### config.mk
export PLATFORM = sky130hd
export DESIGN_NAME = sense_trace_ctrl
export DESIGN_NICKNAME = d
export VERILOG_FILES = /design/src/rtl/sense_trace_ctrl_pkg.sv /design/src/rtl/sense_fifo.sv /design/src/rtl/sense_trace_ctrl.sv
export SDC_FILE = /design/constraint.sdc
export NUM_CORES = 1
export LEC_CHECK = 0
export BUFFER_PORTS_ARGS = -buffer_cell sky130_fd_sc_hd__buf_4
export CAP_MARGIN = 20
export CORE_MARGIN = 1
export CORE_UTILIZATION = 60
export DETAILED_ROUTE_END_ITERATION = 10
export PLACE_DENSITY = 0.87
export SYNTH_ARGS = -nofsm -noshare
export SYNTH_HDL_FRONTEND = slang
export SYNTH_SLANG_ARGS = --single-unit
### constraint.sdc
create_clock -name clkin -period 17.6 [get_ports clkin]
set_input_delay 1.76 -clock clkin [delete_from_list [all_inputs] [get_ports clkin]]
set_output_delay 1.76 -clock clkin [all_outputs]
set_load 0.02 [all_outputs]
### src/rtl/sense_trace_ctrl_pkg.sv
// Shared definitions for the carry-chain delay-line sensor trace sequencer:
// state encoding, default line length and the count-width derivation.
package sense_trace_ctrl_pkg;

    localparam int          LINELEN_DEFAULT = 64;
    localparam logic [15:0] SAT_MAX         = 16'hFFFF;

    typedef enum logic [1:0] {
        ST_IDLE,
        ST_WARMUP,
        ST_CAPTURE,
        ST_DRAIN
    } state_e;

    // Width needed to hold a population count in the range 0..linelen.
    function automatic int cntw(input int linelen);
        return $clog2(linelen + 1);
    endfunction

endpackage

### src/rtl/sense_fifo.sv
// Synchronous show-ahead FIFO: the head entry is always visible on rdata_o.
// A write into an empty FIFO becomes visible only after the write edge.
module sense_fifo #(
    parameter int WIDTH = 7,
    parameter int DEPTH = 16
) (
    input  logic             clk_i,
    input  logic             rst_ni,
    input  logic             push_i,
    input  logic [WIDTH-1:0] wdata_i,
    input  logic             pop_i,
    output logic [WIDTH-1:0] rdata_o,
    output logic             full_o,
    output logic             empty_o
);

    localparam int AW = $clog2(DEPTH);

    logic [AW:0]      wrPtr_q, wrPtr_d;
    logic [AW:0]      rdPtr_q, rdPtr_d;
    logic [WIDTH-1:0] mem_q [DEPTH];
    logic             doWrite;
    logic             doRead;

    // The extra pointer bit distinguishes full from empty when the indices match.
    assign empty_o = (wrPtr_q == rdPtr_q);
    assign full_o  = (wrPtr_q[AW] != rdPtr_q[AW]) && (wrPtr_q[AW-1:0] == rdPtr_q[AW-1:0]);
    assign doRead  = pop_i && !empty_o;
    assign doWrite = push_i && (!full_o || doRead);
    assign wrPtr_d = doWrite ? wrPtr_q + (AW+1)'(1) : wrPtr_q;
    assign rdPtr_d = doRead  ? rdPtr_q + (AW+1)'(1) : rdPtr_q;
    assign rdata_o = mem_q[rdPtr_q[AW-1:0]];

    always_ff @(posedge clk_i or negedge rst_ni) begin
        if (!rst_ni) begin
            wrPtr_q <= '0;
            rdPtr_q <= '0;
        end else begin
            wrPtr_q <= wrPtr_d;
            rdPtr_q <= rdPtr_d;
        end
    end

    always_ff @(posedge clk_i) begin
        if (doWrite) begin
            mem_q[wrPtr_q[AW-1:0]] <= wdata_i;
        end
    end

endmodule

### src/rtl/sense_trace_ctrl.sv
// Trace sequencer for the delay-line voltage sensor: warm-up, fixed-length
// capture, popcount reduction, FIFO buffering and saturation statistics.
module sense_trace_ctrl
    import sense_trace_ctrl_pkg::*;
#(
    parameter int LINELEN    = LINELEN_DEFAULT,
    parameter int CNTW       = cntw(LINELEN),
    parameter int WARMUP     = 16,
    parameter int NSAMPLES   = 256,
    parameter int FIFO_DEPTH = 16
) (
    input  logic               clkin,
    input  logic               rstnin,
    input  logic               trigin,
    input  logic [LINELEN-1:0] valin,
    output logic               enaout,
    output logic [CNTW-1:0]    dataout,
    output logic               validout,
    input  logic               readyin,
    output logic               busyout,
    output logic               doneout,
    output logic               ovfout,
    output logic [15:0]        satlowout,
    output logic [15:0]        sathighout
);

    localparam int SEQ_MAX = (WARMUP > NSAMPLES) ? WARMUP : NSAMPLES;
    localparam int SEQ_W   = $clog2(SEQ_MAX + 1);

    function automatic logic [CNTW-1:0] popcount(input logic [LINELEN-1:0] v);
        logic [CNTW-1:0] c;
        c = '0;
        for (int i = 0; i < LINELEN; i++) begin
            c = c + CNTW'(v[i]);
        end
        return c;
    endfunction

    state_e             state_q, state_d;
    logic [SEQ_W-1:0]   seqCnt_q, seqCnt_d;
    logic [LINELEN-1:0] st1Data_q;
    logic               st1Valid_q;
    logic               ovf_q, ovf_d;
    logic [15:0]        satLow_q, satLow_d;
    logic [15:0]        satHigh_q, satHigh_d;
    logic               done_q, done_d;
    logic               runStart;
    logic [CNTW-1:0]    sampleCnt;
    logic [CNTW-1:0]    fifoData;
    logic               fifoFull;
    logic               fifoEmpty;
    logic               fifoPop;
    logic               dropSample;

    assign sampleCnt  = popcount(st1Data_q);
    assign fifoPop    = readyin && !fifoEmpty;
    assign dropSample = st1Valid_q && fifoFull && !fifoPop;

    // One counter is shared between the warm-up window and the sample index.
    always_comb begin
        state_d  = state_q;
        seqCnt_d = seqCnt_q;
        done_d   = 1'b0;
        runStart = 1'b0;
        case (state_q)
            ST_IDLE: begin
                if (trigin) begin
                    state_d  = ST_WARMUP;
                    seqCnt_d = '0;
                    runStart = 1'b1;
                end
            end
            ST_WARMUP: begin
                if (seqCnt_q == SEQ_W'(WARMUP - 1)) begin
                    state_d  = ST_CAPTURE;
                    seqCnt_d = '0;
                end else begin
                    seqCnt_d = seqCnt_q + SEQ_W'(1);
                end
            end
            ST_CAPTURE: begin
                if (seqCnt_q == SEQ_W'(NSAMPLES - 1)) begin
                    state_d = ST_DRAIN;
                end else begin
                    seqCnt_d = seqCnt_q + SEQ_W'(1);
                end
            end
            ST_DRAIN: begin
                if (!st1Valid_q && fifoEmpty) begin
                    state_d = ST_IDLE;
                    done_d  = 1'b1;
                end
            end
            default: state_d = ST_IDLE;
        endcase
    end

    // Statistics see every stage-2 sample, including those the FIFO drops.
    always_comb begin
        ovf_d     = ovf_q;
        satLow_d  = satLow_q;
        satHigh_d = satHigh_q;
        if (runStart) begin
            ovf_d     = 1'b0;
            satLow_d  = '0;
            satHigh_d = '0;
        end else if (st1Valid_q) begin
            if (dropSample) begin
                ovf_d = 1'b1;
            end
            if (sampleCnt == '0 && satLow_q != SAT_MAX) begin
                satLow_d = satLow_q + 16'd1;
            end
            if (sampleCnt == CNTW'(LINELEN) && satHigh_q != SAT_MAX) begin
                satHigh_d = satHigh_q + 16'd1;
            end
        end
    end

    always_ff @(posedge clkin or negedge rstnin) begin
        if (!rstnin) begin
            state_q    <= ST_IDLE;
            seqCnt_q   <= '0;
            st1Data_q  <= '0;
            st1Valid_q <= 1'b0;
            ovf_q      <= 1'b0;
            satLow_q   <= '0;
            satHigh_q  <= '0;
            done_q     <= 1'b0;
        end else begin
            state_q    <= state_d;
            seqCnt_q   <= seqCnt_d;
            st1Valid_q <= (state_q == ST_CAPTURE);
            if (state_q == ST_CAPTURE) begin
                st1Data_q <= valin;
            end
            ovf_q      <= ovf_d;
            satLow_q   <= satLow_d;
            satHigh_q  <= satHigh_d;
            done_q     <= done_d;
        end
    end

    sense_fifo #(
        .WIDTH(CNTW),
        .DEPTH(FIFO_DEPTH)
    ) u_fifo (
        .clk_i  (clkin),
        .rst_ni (rstnin),
        .push_i (st1Valid_q),
        .wdata_i(sampleCnt),
        .pop_i  (fifoPop),
        .rdata_o(fifoData),
        .full_o (fifoFull),
        .empty_o(fifoEmpty)
    );

    assign enaout     = (state_q == ST_WARMUP) || (state_q == ST_CAPTURE);
    assign busyout    = (state_q != ST_IDLE);
    assign doneout    = done_q;
    assign validout   = !fifoEmpty;
    assign dataout    = fifoEmpty ? '0 : fifoData;
    assign ovfout     = ovf_q;
    assign satlowout  = satLow_q;
    assign sathighout = satHigh_q;

endmodule

==> Word-level counts from Yosys, hierarchy flattened <==
Memory sizes are Yosys's and may differ from the RTL's.
Cells that the tools add are included.
W data, S select, Z words.
{ "totals": {"ff_bits": 120, "ram_bits": 112, "inputBits": 68, "out_inout_bits": 44, "word_cells": 148, "n_memories": 1} }
{ "memory_table": {"columns": ["memory", "depth", "word_bits", "read_ports", "rd_clocked_by_memory_dff", "wr", "line_no", "source"], "rows": [
  ["u_fifo.mem_q", 16, 7, 1, 0, 1, "sense_fifo.sv:21", "logic [WIDTH-1:0] mem_q [DEPTH];"]
]} }
{ "classes": {"add_sub_neg": 68, "eq_ne": 16, "muxes": 25, "reduce_logical": 28} }
{ "ops": {"columns": ["operator", "n"], "rows": [
  ["$add A7 B1 Y7", 57],
  ["$mux W16", 6],
  ["$add A16 B1 Y16 const B", 2],
  ["$ne A16 B16 Y1 const B", 2],
  ["$mux W9", 3],
  ["$pmux W9 S3", 1],
  ["$add A5 B1 Y5 const B", 2],
  ["$ne A2 B2 Y1 const B", 5],
  ["$reduce_bool A2 Y1", 5],
  ["$add A9 B1 Y9 const B", 1],
  ["$eq A9 B4 Y1 const B", 1],
  ["$eq A9 B8 Y1 const B", 1],
  ["$logic_and A1 B1 Y1", 9],
  ["$mux W1", 9],
  ["$mux W2", 4],
  ["$pmux W2 S4", 1],
  ["$add A6 B1 Y7", 1],
  ["$eq A7 B7 Y1 const B", 1],
  ["$logic_not A7 Y1", 1],
  ["$mux W7", 1],
  ["$add A5 B1 Y6", 1],
  ["$reduce_and A2 Y1", 3],
  ["$add A4 B1 Y5", 1],
  ["$eq A5 B5 Y1", 1],
  ["13 further kinds", 18]
]} }

==> Logic depth before layout (Yosys ltp) <==
{ "logic_depth": {"word_depth": 68, "ltp_mapped": 25, "mapped_depth_nobuf": 21} }

==> Cells and area by module <==
From an unflattened synthesis, not the netlist that was laid out.
{ "hier_totals": {"cells_unflattened": 889, "area_unflattened_um2": 11589.9} }
{ "modules_own_cells": {"columns": ["mod", "instances", "cells_per_inst", "area_per_inst_um2", "seq_area_each_um2"], "rows": [
  ["sense_trace_ctrl", 1, 643, 6720.2, 2752.6],
  ["sense_fifo", 1, 246, 4869.7, 3613.5]
]} }

==> Worst setup path after synthesis <==
OpenSTA, ideal clock, no wires.
{ "synth_path": {"path_type": "reg-to-reg", "start": "register st1Data_q[35]", "end": "register satHigh_q[13] (netlist: sathighout[13])", "setup_time_ps": 78, "arrival_ps": 6963, "t_required_ps": 17522, "path_slack_ps": 10559, "stages_incl_launch_ff": 24, "n_path_buf": 2, "synth_period_minus_slack_ps": 7041, "path_cell_list": "dfrtp_1 > inv_1 > fa_1 > inv_1 > fa_1 > fa_1 > inv_1 > fa_1 > inv_1 > fa_1 > fa_1 > fa_1 > inv_1 > fa_1 > inv_1 > fa_1 > xor2_1 > nor4b_1 > mux2i_1 > or3_1 > buf_2 > buf_6 > or4_1 > a21oi_1"} }
{ "synth_via": {"elab_chain_cells": 33} }
{ "synth_lines": {"columns": ["element", "line_no", "source"], "rows": [
  ["from (decl)", "sense_trace_ctrl.sv:41", "logic [LINELEN-1:0] st1Data_q;"],
  ["from (signal assigned)", "sense_trace_ctrl.sv:135", "st1Data_q <= valin;"],
  ["$add A7 B1 Y7 (29 in series)", "sense_trace_ctrl.sv:34", "c = c + CNTW'(v[i]);"],
  ["net sampleCnt[2]", "sense_trace_ctrl.sv:48", "logic [CNTW-1:0] sampleCnt;"],
  ["$eq A7 B7 Y1", "sense_trace_ctrl.sv:114", "if (sampleCnt == CNTW'(LINELEN) && satHigh_q != SAT_MAX) begin"],
  ["$logic_and A1 B1 Y1", "sense_trace_ctrl.sv:114", null],
  ["$reduce_bool A2 Y1 (no line)", null, null],
  ["$reduce_and A2 Y1 (no line)", null, null],
  ["to (signal assigned)", "sense_trace_ctrl.sv:139", "satHigh_q <= satHigh_d;"],
  ["to (decl)", "sense_trace_ctrl.sv:45", "logic [15:0] satHigh_q, satHigh_d;"]
]} }
The timed path passes the listed nets, and every way through them passes these cells.
A chain may end at the register's enable or synchronous reset.

==> Final worst setup path <==
{ "layout_path": {"start": "register st1Data_q[35]", "end": "register satHigh_q[3] (netlist: sathighout[3])"} }
The elaborated chain is that of the path after synthesis.

==> metrics.md <==
| Metric | Value |
|---|---|
| Status | complete, no violations |
| Cell Rows | 50 |
| Slew headroom | 24.70% |
| Routed WL per cell | 18.98 um |
| Post-CTS Resized | 0 |
| I/O Buffers | 111 |
| Antenna viol nets, final | 0 |
| Setup Buffers After CTS | 0 |
| Period utilization | 45.00% |
| Vias in the first global route | 7733 |
| R2R Path Start | st1Data_q[35]$_DFFE_PN0P_ |
| Final Util | 71.09% |
| WS Path Type | reg2reg |
| Tmin final | 7.919 ns |
| Final Slew Violations | 0 |
| CTS hold repair buffers | 0 |
| Die Area | 19770 um^2 |
| Required @ worst endpoint | 18.03 ns |
| CTS Buf Count | 24 |
| Main flop type after synthesis | dfrtp_1 |
| Top cells by area, synth | edfxtp_1 29%, dfrtp_1 26%, fa_1 9.4%, mux4_2 6.8%, inv_1 3.7% |
| Seq/Total Area, Yosys | 55.23% |
| # DRC | 0 |
| Initial Util | 61.41% |
| Slew @ Worst Pin | 1.126 ns |
| R2R Setup Slk | 9.68 ns |
| Post-synthesis cell type count | 49 |
| # IOs | 112 |
| Worst hold start | seqCnt_q[5]$_DFFE_PN0P_ |
| Clk slew on worst S/H paths | 0.06 ns |
| Worst Slack Setup Final | 9.681 ns |
| # nets final | 1161 |
| Starting DRT DRC Count | 464 |
| Clk sinks | 232 |
| Hold crit path type | reg2reg |
| Post-DP HPWL | 16.26 mm |
| Max-cap violations | 0 |
| Max Clock Skew | 0.01299 ns |
| Initial antenna violation count | 0 |
| Global-route wire length before repair | 38.89 mm |
| Htree depth | 1 |
| CP endpoint kind | register |
| Mapped Cells | 903 |
| TNS Setup | 0 ns |
| Min Hold Slack | 0.5246 ns |
| Net Count, Synth | 1054 |
| Worst slack at placement | 9.807 ns |
| Nature of the critical path startpoint | register |
| FF-to-FF End | sathighout[3]$_DFFE_PN0P_ |
| Synth Register Bits | 232 |
| Yosys top cell area share | 29.18% |
| Worst Hold Path Cells | 1 |
| Critical Path AT | 8.35 ns |
| Length in cells of the worst reg-to-reg path | 21 |
| Routed wire length | 23.93 mm |
| Largest net degree at the start of global routing | 118 |
| Fin. Hold Viols | 0 |
| GRT Overall Usage | 25.32% |
| Hold Path End | seqCnt_q[5]$_DFFE_PN0P_ |
| Core area | 18770 um^2 |
| Clk_lat worst skew | 0.51 ns |
| GRT overflow | 0 |
| Fraction of layout cells with a size suffix above 1 | 21.32% |
| Clk buf depth | 3 |
| Max Freq | 0.1263 GHz |
| Avg Vias per Cell | 5.889 |
| Vias | 7426 |
| Final GP Congestion | 0.7905 |
| CTS tree | built |
| Chip Width | 140.6 um |
| Pre-antenna DRT Iters | 5 |
| Synth area leader | edfxtp_1 |
| Area Overhead vs Synth | 15.75% |
| Root buf cell | clkbuf_16 |
| Die Ht | 140.6 um |
| Antenna cell count | 0 |
| Post-synth EDFFs | 112 |
| Synth Area per Inst | 12.76 um^2 |
| Unrepaired setup endpoints after global routing | false |
| Worst-path maximum fanout | 37 |
| Netlist Area Pre-Place | 11530 um^2 |
| Final setup viols | 0 |
| Share of flip-flops with an asynchronous set or reset | 51.72% |
| Yosys warnings | 0 |
[per-layer routing]
metal,global-route usage [%],vias to the layer above,share of wire [%]
met5,0,-,0
met4,7.494,0,2.3
met3,4.620,49,5.9
met2,44.65,232,52
met1,32.22,3765,39
li1,-,3380,-
[cell usage in the layout, fill, tap and decap left out, types with 8 or more instances in the layout]
| cell | instances |
|---|---|
| and3_1 | 12 |
| nand2_1 | 78 |
| clkbuf_16 | 25 |
| or3_1 | 8 |
| o21ai_1 | 13 |
| o21ai_0 | 57 |
| o31ai_1 | 18 |
| or4_1 | 20 |
| xnor2_1 | 13 |
| mux4_2 | 35 |
| inv_1 | 115 |
| a21oi_1 | 27 |
| ha_1 | 28 |
| nor2_1 | 29 |
| mux2_2 | 17 |
| nand2b_1 | 8 |
| edfxtp_1 | 112 |
| nand4_1 | 15 |
| buf_4 | 121 |
| dfrtp_1 | 119 |
| and2_1 | 12 |
| nand3_1 | 18 |
| nor3_1 | 8 |
| fa_1 | 54 |
[Yosys cell counts (17+ instances only)]
library cell,n
dfrtp_1,120
inv_1,115
edfxtp_1,112
nand2_1,78
o21ai_0,57
fa_1,54
mux4_2,35
clkbuf_1,31
ha_1,29
nor2_1,29
a21oi_1,27
or4_1,20
nand3_1,18
o31ai_1,18
mux2_2,17
[how the worst max path moves through the flow]
stage,startpoint,end,slack (ns)
2_1_floorplan,st1Data_q[35]$_DFFE_PN0P_,sathighout[13]$_DFFE_PN0P_,10.56
3_3_place_gp,st1Data_q[35]$_DFFE_PN0P_,sathighout[15]$_DFFE_PN0P_,10.02
3_5_place_dp,st1Data_q[35]$_DFFE_PN0P_,sathighout[15]$_DFFE_PN0P_,9.81
4_1_cts,st1Data_q[35]$_DFFE_PN0P_,sathighout[3]$_DFFE_PN0P_,9.73
5_1_grt,st1Data_q[35]$_DFFE_PN0P_,sathighout[9]$_DFFE_PN0P_,9.20
6_report,st1Data_q[35]$_DFFE_PN0P_,sathighout[3]$_DFFE_PN0P_,9.68
[cell families after synthesis]
family	after synthesis	synth area share, %
DFF	232	55.23
and+or+nand+nor	225	10.07
buffers and inverters	156	5.178
AOI/OAI and AO/OA	132	6.676
adders and majority gates	83	12.53
muxes	57	8.945
xor gates and xnor gates	18	1.368
[layout make-up]
cell class	instances	area, um^2
clock buffers	29	660.6
repair buffers	122	928.4
inverters	115	431.7
fillers	1191	5426
flip-flops and latches	232	6367
well taps	234	292.8
multi-input cells	515	4576
clock inverters	14	85.08
[state kept, by name, summed over array words and instances, names as in the netlist]
register        count
st1Valid_q          1
doneout             1
sathighout         16
u_fifo.rdPtr_q      5
seqCnt_q            9
u_fifo.mem_q      112
satlowout          16
ovfout              1
u_fifo.wrPtr_q      5
state_q             2
st1Data_q          64
[per-stage QoR]
stage	std cells	instance area (um^2)
after detailed placement	1216	12570
after global placement	1215	12560
after global routing	1261	13340
after floorplan	903	11530
final	1261	13340
after CTS	1259	13310
[critical path, cell delays in order (launching register included)]
cell and delay (ns):
dfrtp_1 0.33, inv_1 0.07, fa_1 0.55, inv_1 0.06
fa_1 0.42, fa_1 0.55, inv_1 0.06, fa_1 0.54
inv_1 0.06, fa_1 0.52, fa_1 0.44, fa_1 0.54
inv_1 0.05, fa_1 0.54, inv_1 0.08, fa_1 0.46
xor2_1 0.90, nor4b_1 0.11, mux2i_1 0.30, or3_1 0.86
o31ai_1 0.20, a21oi_1 0.18
Power is left out: the tool's default activity adds up to more than one toggle a clock period on the data nets, which glitch-free logic cannot reach.
